### src/rtl/controller_events_pkg.sv
// Shared types for the controller key-event scanner.
package controller_events_pkg;

  typedef enum logic [1:0] {
    EVT_PRESS   = 2'd0,
    EVT_RELEASE = 2'd1,
    EVT_REPEAT  = 2'd2
  } evt_kind_e;

  typedef struct packed {
    logic [1:0] cont;
    logic [3:0] key;
    evt_kind_e  kind;
  } evt_t;

  localparam int EVT_W = $bits(evt_t);

endpackage

### src/rtl/sync_fifo.sv
// Single-clock FIFO; DEPTH must be a power of two. A push into a full FIFO
// is accepted only when a pop happens in the same cycle.
module sync_fifo #(
  parameter int WIDTH = 8,
  parameter int DEPTH = 8
) (
  input  logic             clk,
  input  logic             reset_n,
  input  logic             push,
  input  logic [WIDTH-1:0] din,
  input  logic             pop,
  output logic [WIDTH-1:0] dout,
  output logic             full,
  output logic             empty
);
  localparam int AW = $clog2(DEPTH);

  logic [DEPTH-1:0][WIDTH-1:0] mem;
  logic [AW-1:0]               wr_ptr, rd_ptr;
  logic [AW:0]                 count;
  logic                        do_push, do_pop;

  assign empty   = (count == '0);
  assign full    = (count == (AW+1)'(DEPTH));
  assign do_pop  = pop && !empty;
  assign do_push = push && (!full || do_pop);
  assign dout    = mem[rd_ptr];

  // Storage, pointers and occupancy; storage is cleared so the head reads 0 after reset.
  always_ff @(posedge clk or negedge reset_n) begin
    if (!reset_n) begin
      mem    <= '0;
      wr_ptr <= '0;
      rd_ptr <= '0;
      count  <= '0;
    end else begin
      if (do_push) begin
        mem[wr_ptr] <= din;
        wr_ptr      <= wr_ptr + 1'b1;
      end
      if (do_pop) rd_ptr <= rd_ptr + 1'b1;
      case ({do_push, do_pop})
        2'b10:   count <= count + 1'b1;
        2'b01:   count <= count - 1'b1;
        default: ;
      endcase
    end
  end

endmodule

### src/rtl/controller_events.sv
// Scans controller key bitmaps, turns edges and auto-repeat expiries into
// events and queues them in a FIFO for a ready/valid consumer.
module controller_events
  import controller_events_pkg::*;
#(
  parameter int NUM_CONT     = 4,
  parameter int KEY_BITS     = 16,
  parameter int FIFO_DEPTH   = 8,
  parameter int REPEAT_DELAY = 500,
  parameter int REPEAT_RATE  = 100
) (
  input  logic                              clk,
  input  logic                              reset_n,
  input  logic                              tick,
  input  logic [NUM_CONT-1:0][KEY_BITS-1:0] key_in,
  output logic                              evt_valid,
  input  logic                              evt_ready,
  output logic [1:0]                        evt_cont,
  output logic [3:0]                        evt_key,
  output logic [1:0]                        evt_kind,
  output logic                              overflow,
  input  logic                              clear_overflow
);
  localparam int TMR_MAX = (REPEAT_DELAY > REPEAT_RATE) ? REPEAT_DELAY : REPEAT_RATE;
  localparam int CNT_W   = $clog2(TMR_MAX + 1);

  typedef logic [NUM_CONT-1:0][KEY_BITS-1:0] key_arr_t;

  key_arr_t                       prev, pend_press, pend_rel, pend_rep;
  key_arr_t                       rise, fall, clr_press, clr_rel, clr_rep, rep_set, rep_kill;
  logic [1:0]                     scan;
  logic [NUM_CONT-1:0]            armed, arm_vld, rel_hit, held, expire;
  logic [NUM_CONT-1:0][3:0]       rep_key, arm_key;
  logic [NUM_CONT-1:0][CNT_W-1:0] rep_cnt;
  logic [KEY_BITS-1:0]            s_press, s_rel, s_rep, s_lvl, sel_oh;
  logic                           pick_vld;
  logic [3:0]                     pick_key;
  evt_kind_e                      pick_kind;
  logic                           push, pop, fifo_full, fifo_empty, ovf_set;
  evt_t                           push_evt, head_evt;

  assign rise = key_in & ~prev;
  assign fall = ~key_in & prev;
  // An edge landing on an already-pending bit of the same kind is lost.
  assign ovf_set = |(rise & pend_press) || |(fall & pend_rel);

  // Pending state of the controller under the scanner. prev is the level that
  // matches the recorded edges, so it decides press/release order.
  always_comb begin
    s_press = '0;
    s_rel   = '0;
    s_rep   = '0;
    s_lvl   = '0;
    for (int c = 0; c < NUM_CONT; c++) begin
      if (scan == 2'(c)) begin
        s_press = pend_press[c];
        s_rel   = pend_rel[c];
        s_rep   = pend_rep[c];
        s_lvl   = prev[c];
      end
    end
  end

  // Lowest key with anything pending wins; edges beat repeats, older edge first.
  always_comb begin
    pick_vld  = 1'b0;
    pick_key  = '0;
    pick_kind = EVT_PRESS;
    sel_oh    = '0;
    for (int k = KEY_BITS-1; k >= 0; k--) begin
      if (s_press[k] || s_rel[k] || s_rep[k]) begin
        pick_vld  = 1'b1;
        pick_key  = 4'(k);
        sel_oh    = '0;
        sel_oh[k] = 1'b1;
        if (s_press[k] && s_rel[k]) pick_kind = s_lvl[k] ? EVT_RELEASE : EVT_PRESS;
        else if (s_press[k])        pick_kind = EVT_PRESS;
        else if (s_rel[k])          pick_kind = EVT_RELEASE;
        else                        pick_kind = EVT_REPEAT;
      end
    end
  end

  assign pop      = evt_valid && evt_ready;
  assign push     = pick_vld && (!fifo_full || pop);
  assign push_evt = '{cont: scan, key: pick_key, kind: pick_kind};

  // Pending bit consumed by this cycle's enqueue.
  always_comb begin
    clr_press = '0;
    clr_rel   = '0;
    clr_rep   = '0;
    for (int c = 0; c < NUM_CONT; c++) begin
      if (push && scan == 2'(c)) begin
        case (pick_kind)
          EVT_PRESS:   clr_press[c] = sel_oh;
          EVT_RELEASE: clr_rel[c]   = sel_oh;
          default:     clr_rep[c]   = sel_oh;
        endcase
      end
    end
  end

  // Repeat-timer controls: arm on the lowest newly pressed key, watch rep_key.
  always_comb begin
    arm_vld  = '0;
    arm_key  = '0;
    rel_hit  = '0;
    held     = '0;
    expire   = '0;
    rep_set  = '0;
    rep_kill = '0;
    for (int c = 0; c < NUM_CONT; c++) begin
      for (int k = KEY_BITS-1; k >= 0; k--) begin
        if (rise[c][k]) begin
          arm_vld[c] = 1'b1;
          arm_key[c] = 4'(k);
        end
        if (rep_key[c] == 4'(k)) begin
          held[c]        = key_in[c][k];
          rel_hit[c]     = fall[c][k];
          rep_kill[c][k] = fall[c][k];
        end
      end
      expire[c] = armed[c] && tick && held[c] && !arm_vld[c] && (rep_cnt[c] <= CNT_W'(1));
      for (int k = 0; k < KEY_BITS; k++)
        if (rep_key[c] == 4'(k)) rep_set[c][k] = expire[c];
    end
  end

  // Edge capture into pending masks; a dropped edge leaves its bit untouched.
  always_ff @(posedge clk or negedge reset_n) begin
    if (!reset_n) begin
      prev       <= '0;
      pend_press <= '0;
      pend_rel   <= '0;
      pend_rep   <= '0;
    end else begin
      prev       <= key_in;
      pend_press <= (pend_press & ~clr_press) | (rise & ~pend_press);
      pend_rel   <= (pend_rel & ~clr_rel) | (fall & ~pend_rel);
      pend_rep   <= ((pend_rep & ~clr_rep) | rep_set) & ~rep_kill;
    end
  end

  // Per-controller repeat counters; a new press always re-arms.
  always_ff @(posedge clk or negedge reset_n) begin
    if (!reset_n) begin
      armed   <= '0;
      rep_key <= '0;
      rep_cnt <= '0;
    end else begin
      for (int c = 0; c < NUM_CONT; c++) begin
        if (arm_vld[c]) begin
          armed[c]   <= 1'b1;
          rep_key[c] <= arm_key[c];
          rep_cnt[c] <= CNT_W'(REPEAT_DELAY);
        end else if (rel_hit[c]) begin
          armed[c] <= 1'b0;
        end else if (armed[c] && tick && held[c]) begin
          rep_cnt[c] <= expire[c] ? CNT_W'(REPEAT_RATE) : rep_cnt[c] - 1'b1;
        end
      end
    end
  end

  // Round-robin scanner, one controller per cycle.
  always_ff @(posedge clk or negedge reset_n) begin
    if (!reset_n) scan <= '0;
    else          scan <= (scan == 2'(NUM_CONT-1)) ? 2'd0 : scan + 2'd1;
  end

  // Sticky overflow; a new loss in the clearing cycle wins.
  always_ff @(posedge clk or negedge reset_n) begin
    if (!reset_n)            overflow <= 1'b0;
    else if (ovf_set)        overflow <= 1'b1;
    else if (clear_overflow) overflow <= 1'b0;
  end

  sync_fifo #(.WIDTH(EVT_W), .DEPTH(FIFO_DEPTH)) u_fifo (
    .clk     (clk),
    .reset_n (reset_n),
    .push    (push),
    .din     (push_evt),
    .pop     (pop),
    .dout    (head_evt),
    .full    (fifo_full),
    .empty   (fifo_empty)
  );

  assign evt_valid = !fifo_empty;
  assign evt_cont  = head_evt.cont;
  assign evt_key   = head_evt.key;
  assign evt_kind  = head_evt.kind;

endmodule
### config.mk
export PLATFORM = sky130hd
export DESIGN_NAME = controller_events
export DESIGN_NICKNAME = d
export VERILOG_FILES = /design/src/rtl/controller_events_pkg.sv /design/src/rtl/sync_fifo.sv /design/src/rtl/controller_events.sv
export SDC_FILE = /design/constraint.sdc
export NUM_CORES = 1
export LEC_CHECK = 0
export ABC_AREA = 1
export ABC_CLOCK_PERIOD_IN_PS = 7050
export BUFFER_PORTS_ARGS = -buffer_cell sky130_fd_sc_hd__buf_2
export CAP_MARGIN = 25
export CORE_ASPECT_RATIO = 1.25
export CORE_MARGIN = 2
export CORE_UTILIZATION = 63
export DETAILED_ROUTE_END_ITERATION = 7
export GPL_TIMING_DRIVEN = 0
export PLACE_DENSITY = 0.93
export SYNTH_ARGS = -nofsm -noshare
export SYNTH_HDL_FRONTEND = slang
export SYNTH_SLANG_ARGS = --single-unit
### constraint.sdc
create_clock -name clk -period 7.05 [get_ports clk]
set_input_delay 0.705 -clock clk [delete_from_list [all_inputs] [get_ports clk]]
set_output_delay 0.705 -clock clk [all_outputs]
set_load 0.01 [all_outputs]
== Yosys cells after proc, flatten, opt, wreduce, memory -nomap -nowiden ==
Index checks and enable logic that the tools add are counted.
Word-level totals
  bits of input ports: 69
  register bits: 389
  output and inout bits: 10
  logic and storage cells: 827
Operators by class
  reduce and logical (&&, ||, !) cells: 106
  bitwise logic cells: 21
  equality and inequality tests: 71
  add/subtract/negate cells: 9
  multiplexer cells: 572
  $lt $le $gt $ge: 7
Operators by type and width (number)
  16-bit 2-to-1 mux: 47
  64-bit bitwise AND: 10
  64-bit NOT: 8
  1-bit 2-to-1 mux: 358
  4-bit 2-to-1 mux: 80
  64-bit bitwise OR: 3
  9-bit 2-to-1 mux: 16
  4-bit equality test (second input constant): 33
  2-bit 2-to-1 mux: 65
  64-bit OR reduction: 2
  64-bit bitwise mux: 1
  4-bit by 3-bit equality test with 1-bit output (second input constant): 16
  1-bit logical AND: 41
  9-bit by 1-bit <= comparator with 1-bit output (second input constant): 4
  9-bit by 1-bit subtractor with 9-bit output (second input constant): 4
  1-bit logical OR: 35
  4-bit by 2-bit equality test with 1-bit output (second input constant): 8
  8-bit binary-select mux with 3-bit select: 1
  8-bit demux with 3-bit select: 1
  4-bit logical NOT: 5
  2-bit nonzero test: 10
  4-bit by 1-bit equality test with 1-bit output (second input constant): 4
  8-bit 2-to-1 mux: 2
  3-bit by 4-bit < comparator with 1-bit output (second input constant): 2
  13 further kinds: 30

== Depth between registers and ports, before layout ==
  depth in word-level cells: 32
  mapped depth: 33
  mapped depth without buffers: 31

== By module ==
From an unflattened synthesis, not the netlist that was laid out.
Unflattened totals
  cells, all modules: 3199
  area total of the unflattened synthesis: 23058.4 µm²
By module, submodules not included
  controller_events: cells an instance 2792, seq. area each 7882.6 µm², area an instance 19516.2 µm², times used 1
  sync_fifo: cells an instance 407, seq. area each 1851.8 µm², area an instance 3542.1 µm², times used 1

== Worst setup path after synthesis ==
Ideal clock, no wire load.
  path kind: register to register
  start: register scan[0]
  end: register u_fifo.count[3]
  stages on the path, launching flop included: 30
  period minus slack after synthesis: 3.592 ns
  path buffers: 2
  slack: 3.458 ns
  arrival time: 3.512 ns
  setup time: 0.079 ns
  required time: 6.971 ns
  cell sequence: dfrtp_1 inv_1 ha_1 buf_4 inv_2 nor2_2 buf_6 a221oi_2 o31ai_2 nor2_2 inv_2 nor2_4 inv_2 nor2_2 inv_2 nor2_4 inv_4 nor2_4 inv_2 nor2_8 nand3_1 nand2_2 ha_1 nor2_1 nor2_1 nand2_1 nor2_1 a31oi_1 a211oi_1 xor2_1
On the way
  cells in the longest elaborated chain, start to end: 27
  elaborated cells on any way between the ends: 70
  classes of those cells: eq/ne (5); mux (29); reduce/logical (36)
Ends and longest elaborated chain
  from (decl): RTL line controller_events.sv:31  | logic [1:0] scan;
  from (signal assigned): RTL line controller_events.sv:170  | else scan <= (scan == 2'(NUM_CONT-1)) ? 2'd0 : scan + 2'd1;
  2-bit logical NOT: RTL line controller_events.sv:55  | if (scan == 2'(c)) begin
  16-bit 2-to-1 mux (4 in a row): RTL line controller_events.sv:55
  1-bit logical OR (2 in a row): RTL line controller_events.sv:71  | if (s_press[k] || s_rel[k] || s_rep[k]) begin
  1-bit 2-to-1 mux (15 in a row): RTL line controller_events.sv:71
  1-bit 2-to-1 mux (*): RTL line controller_events.sv:71
  1-bit logical AND (*): RTL line controller_events.sv:85  | assign push = pick_vld && (!fifo_full || pop);
  1-bit logical AND (*): RTL line sync_fifo.sv:26  | assign do_push = push && (!full || do_pop);
  2-bit by 1-bit equality test with 1-bit output or 2-bit equality test (tied branches): RTL line sync_fifo.sv:42  | case ({do_push, do_pop})
  4-bit one-hot mux with 2 select lines or 2-bit nonzero test (tied branches)
  to (signal assigned): RTL line sync_fifo.sv:43  | 2'b10: count <= count + 1'b1;
  to (signal assigned): RTL line sync_fifo.sv:44  | 2'b01: count <= count - 1'b1;
  to (decl): RTL line sync_fifo.sv:20  | logic [AW:0] count;
Mark *: on every way between the ends. The rest lies on a longest branch, timed or not.
A chain may end at the register's enable or synchronous reset.

== Final worst setup path ==
  start: register scan[0]
  end: register pend_rel[20] in the netlist's numbering
On the way
  cells in the longest elaborated chain, start to end: 30
  elaborated cells on any way between the ends: 187
  classes of those cells: eq/ne (4); mux (129); bitwise (3); reduce/logical (51)
Ends and longest elaborated chain
  2-bit logical NOT: RTL line controller_events.sv:55
  16-bit 2-to-1 mux (4 in a row): RTL line controller_events.sv:55
  2-bit 2-to-1 mux: RTL line controller_events.sv:78  | else if (s_rel[k]) pick_kind = EVT_RELEASE;
  2-bit 2-to-1 mux: RTL line controller_events.sv:77  | else if (s_press[k]) pick_kind = EVT_PRESS;
  2-bit 2-to-1 mux: RTL line controller_events.sv:76  | if (s_press[k] && s_rel[k]) pick_kind = s_lvl[k] ? EVT_RELEASE : EVT_PRESS;
  2-bit 2-to-1 mux (16 in a row): RTL line controller_events.sv:71
  2-bit by 1-bit equality test with 1-bit output: RTL line controller_events.sv:95  | case (pick_kind)
  16-bit 2-to-1 mux: RTL line controller_events.sv:95
  16-bit 2-to-1 mux (*): RTL line controller_events.sv:94  | if (push && scan == 2'(c)) begin
  64-bit NOT (*): RTL line controller_events.sv:141  | pend_rel <= (pend_rel & ~clr_rel) | (fall & ~pend_rel);
  64-bit bitwise AND (*): RTL line controller_events.sv:141
  64-bit bitwise OR (*): RTL line controller_events.sv:141
  to (signal assigned): RTL line controller_events.sv:141
  to (decl): RTL line controller_events.sv:29  | key_arr_t prev, pend_press, pend_rel, pend_rep;
Marked as above.

==> flow_results.org <==
** Global routing
- First-pass GRT wire length :: 136000 µm
- Global-route track usage on met3 :: 0.103
- Entering global routing, the biggest net connects 115 pins.
- Number of global-route vias before repair :: 23.8k
- All-Layer GR Usage :: 0.481
- For met1 alone, demand over resource in global routing was 0.551.
- The initial antenna violation count is 0.
- GR Util met2 :: 0.766
- Most used routing layer :: met2
- The total overflow left after global routing is 0.

** Placed design
- Detailed placement ended at an HPWL of 69800 µm.
- Number of port buffers :: 78
- At the end of routability-driven placement, the weighted congestion stood at 1.08.
- The number of placed instances, taps included, is 3740.

** Critical path
- Data arrives at the worst endpoint at 6320 ps.
- For the worst flop-to-flop path, the logic depth is 21.
- STA classifies the critical path endpoint as a register.
- For the worst setup path, the data required time is 7500 ps.
- STA classifies the critical path startpoint as a register.
- Along the worst path, the maximum fanout reaches 10.
- Category of the most critical setup path :: register to register

** Logic synthesis
- Biggest area contributors in the synthesized netlist :: sky130_fd_sc_hd__dfrtp_1 (43%), sky130_fd_sc_hd__nand2_1 (11%), sky130_fd_sc_hd__nor2_1 (8.3%)
- After synthesis, the share of flip-flops with an asynchronous set or reset is 1.00.
- Synthesis handed over a netlist of 3182 instances.
- Post-Syn Area per Cell :: 7.16 µm²
- Synthesis produced a netlist with a net count of 3268.
- Area of the mapped netlist :: 22800 µm²
- The share of synthesized area in the top cell type comes to 0.427.
- After synthesis, the netlist uses 60 different library cells.
- Yosys printed 0 warnings.
- Flip-flop and latch count after synthesis :: 389
- Leading post-synthesis cells by instance count :: sky130_fd_sc_hd__nand2_1 (678), sky130_fd_sc_hd__nor2_1 (501), sky130_fd_sc_hd__inv_1 (466), sky130_fd_sc_hd__dfrtp_1 (389), sky130_fd_sc_hd__a21oi_1 (211)
- Yosys mapped a number of flops with a built-in enable equal to 0.
- Seq/Total Area, Yosys :: 0.427
- Among all cell types in the netlist, the one instantiated most often is sky130_fd_sc_hd__nand2_1.
- The most used flip-flop cell after synthesis is sky130_fd_sc_hd__dfrtp_1.
- The synthesized design spends more area on one cell type than any other, namely sky130_fd_sc_hd__dfrtp_1.

** Detailed routing
- Post-route antenna net violation count :: 0
- Drt first-iter violations :: 3183
- Remaining design rule violation count :: 0
- Using the TritonRoute via totals, the vias-per-cell ratio works out to 6.31.
- Dividing the detail-routed wire length by the instance count gives 23.7 µm.
- Via count :: 24.1k
- After detailed routing, the total wire length is 90600 µm.
- The first TritonRoute pass finished after 6 iterations.

** Timing
- Period utilization :: 0.833
- Worst hold slack :: 126 ps
- The number of hold violations in the final report is 0.
- Maximum achievable frequency :: 170 MHz
- Max-slew headroom at the worst pin :: 0.248
- Final slew viol count :: 0
- Setup tns final :: 0 ps
- Skew final :: 20.9 ps
- Setup repair after global routing left no endpoint under its margin.
- Number of endpoints failing setup at the final stage :: 0
- The worst path in the final design needs a cycle of 5870 ps, including I/O delays and setup.
- At the pin with the least slew margin, the transition time is 1100 ps.

** Flow run
- Across the run, the number of max-cap violations was 0.

** Clock network
- Post-CTS Resized :: 0
- Buffers inserted during clock tree synthesis total 42.
- CTS Hold Buffers Added :: 0
- The clock tree synthesis step divided the H-tree into 2 levels.
- Clock tree synthesis found a total of 389 sinks.
- Post-CTS Setup Repair Bufs :: 0
- Clk Latency, worst-skew pair :: 570 ps
- Counting along the longest clock path gives a buffer depth of 3.
- Clock slew seen by the registers of the worst setup and hold paths :: 70 ps
- In this run the clock root is driven by a sky130_fd_sc_hd__clkbuf_16.
- TritonCTS clock tree :: yes

** Floorplanning
- Boundary pin count :: 79
- Initial cell density of the core :: 0.641
- Die footprint :: 37700 µm²
- The initialized floorplan defines 77 standard-cell rows.
- Floorplan core area :: 35600 µm²
- The die is 174 µm wide.
- From bottom edge to top edge, the die measures 217 µm.

** Power
- VDD IR max :: 0.177 mV
- Of the total power, the clock network draws 0.368.
- Sw Pwr :: 2.17 mW
- Portion of total power attributed to sequential cells :: 0.406
- Of the total power, combinational logic draws 0.225.
- P_leak :: 11.6 nW
- Post-layout total power :: 6.32 mW
- Switching Fraction :: 0.343
- In this run the power density over the cells is 250 nW/µm².
- Internal power :: 4.15 mW

** Layout
- Leaving out filler cells and counting taps, the final layout contains 3816.
- Net count, final :: 3397
- Relative to the synthesized area, the layout overhead comes to 11.1%.
- Post-layout util :: 0.712
- The number of antenna diodes in the final layout is 0.
- Of the cells placed in the final design, the portion with a size suffix greater than 1 is 0.0877.

** Outcome
- The flow ran to the end, and the final reports show no timing, DRC or antenna violations.

** Min path
- Class of the most critical hold timing path :: input port to asynchronous set/reset pin
-- cell type report --
class | count | area, µm²
buffer | 88 | 449
clock buffer | 61 | 1240
clock inverter | 14 | 170
fill | 2913 | 10300
inverter | 504 | 1900
multi-input combinational | 2201 | 10700
sequential | 389 | 9730
tap | 474 | 593
timing repair buffer | 85 | 509
-- metal layers --
metal | wire length, µm | vias up
li1 | - | 10600
met1 | 30600 | 11200
met2 | 40500 | 1761
met3 | 10100 | 497
met4 | 9480 | 0
met5 | 0 | -
-- final timing paths --
path                                  from               to  slack (ps)
min in group clk                key_in[10]         prev[10]         260
worst min register to register    armed[1]         armed[1]         470
max in group asynchronous          reset_n         prev[16]        5440
worst max register to register     scan[0]     pend_rel[20]        1180
worst max-delay path               scan[0]     pend_rel[20]        1180
worst min-delay path               reset_n  u_fifo.count[2]         130
-- logic make-up after synthesis --
logic type               count (synthesis)  share of synthesized area
flip-flops                             389                      0.427
adder cells (fa/ha/maj)                 17                    0.00934
XOR/XNOR                                30                     0.0115
buffers and inverters                  592                      0.103
AO/OA/AOI/OAI                          670                      0.175
multiplexers                             1                   0.000494
AND/OR/NAND/NOR                       1483                      0.273
-- sequential cells by signal, indices dropped and copies added, names as in the netlist --
register       flops
armed              4
overflow           1
pend_press        64
pend_rel          64
pend_rep          64
prev              64
rep_cnt           36
rep_key           16
scan               2
u_fifo.count       4
u_fifo.mem        64
u_fifo.rd_ptr      3
u_fifo.wr_ptr      3
-- worst max-delay path, cell delays in order, from the launching register on --
cell and delay (ps):
sky130_fd_sc_hd__dfrtp_1 420, sky130_fd_sc_hd__inv_1 300, sky130_fd_sc_hd__ha_1 390, sky130_fd_sc_hd__inv_2 220, sky130_fd_sc_hd__buf_2 420, sky130_fd_sc_hd__clkbuf_1 720
sky130_fd_sc_hd__nand2_1 240, sky130_fd_sc_hd__a22oi_1 260, sky130_fd_sc_hd__nor2_1 100, sky130_fd_sc_hd__nand2_1 150, sky130_fd_sc_hd__nor2_4 60, sky130_fd_sc_hd__inv_4 100
sky130_fd_sc_hd__nor2_4 40, sky130_fd_sc_hd__inv_2 150, sky130_fd_sc_hd__nor2_8 60, sky130_fd_sc_hd__nand3_1 150, sky130_fd_sc_hd__nand2_2 300, sky130_fd_sc_hd__nor2_2 520
sky130_fd_sc_hd__clkbuf_1 760, sky130_fd_sc_hd__nand3_1 170, sky130_fd_sc_hd__o21ai_0 140, sky130_fd_sc_hd__inv_1 60
-- stage by stage --
step | setup WS (ps) | instance area [µm²]
after floorplan | 3460 | 22800
after global placement | -2410 | 23800
after detailed placement | 1550 | 23900
after CTS | 1550 | 25300
after global routing | 1270 | 25300
final | 1180 | 25300
-- power groups by stage --
stage | Combinational (mW) | Sequential [mW] | Clock, mW
after floorplan | 0.827 | 2.55 | 0
after global placement | 1.27 | 2.58 | 0
after detailed placement | 1.34 | 2.60 | 0
after CTS | 1.36 | 2.56 | 2.31
after global routing | 1.53 | 2.58 | 2.40
final | 1.43 | 2.57 | 2.33
-- layout by cell type, fill, tap and decap left out, types with 6 or more instances in the layout --
master                      count
sky130_fd_sc_hd__nand2_1      678
sky130_fd_sc_hd__nor2_1       501
sky130_fd_sc_hd__inv_1        466
sky130_fd_sc_hd__dfrtp_1      389
sky130_fd_sc_hd__a21oi_1      211
sky130_fd_sc_hd__o21ai_0      202
sky130_fd_sc_hd__nand3_1      142
sky130_fd_sc_hd__buf_2        119
sky130_fd_sc_hd__o22ai_1       49
sky130_fd_sc_hd__nor3_1        49
sky130_fd_sc_hd__clkbuf_16     43
sky130_fd_sc_hd__clkbuf_1      42
sky130_fd_sc_hd__nand4_1       38
sky130_fd_sc_hd__o21ai_1       32
sky130_fd_sc_hd__inv_2         31
sky130_fd_sc_hd__o211ai_1      27
sky130_fd_sc_hd__o31ai_1       23
sky130_fd_sc_hd__nor4_1        21
sky130_fd_sc_hd__xor2_1        21
sky130_fd_sc_hd__a31oi_1       19
sky130_fd_sc_hd__a221oi_1      18
sky130_fd_sc_hd__o2111ai_1     17
sky130_fd_sc_hd__ha_1          17
sky130_fd_sc_hd__nor2_2        14
sky130_fd_sc_hd__a22o_1        10
sky130_fd_sc_hd__nor2_4        10
sky130_fd_sc_hd__clkbuf_8      10
sky130_fd_sc_hd__xnor2_1        9
sky130_fd_sc_hd__buf_4          8
sky130_fd_sc_hd__a2111oi_0      8
sky130_fd_sc_hd__o41ai_1        8
sky130_fd_sc_hd__a22oi_1        7
sky130_fd_sc_hd__nand2_2        6
sky130_fd_sc_hd__o311ai_0       6
Note: power is estimated with default switching activity, not from simulation.
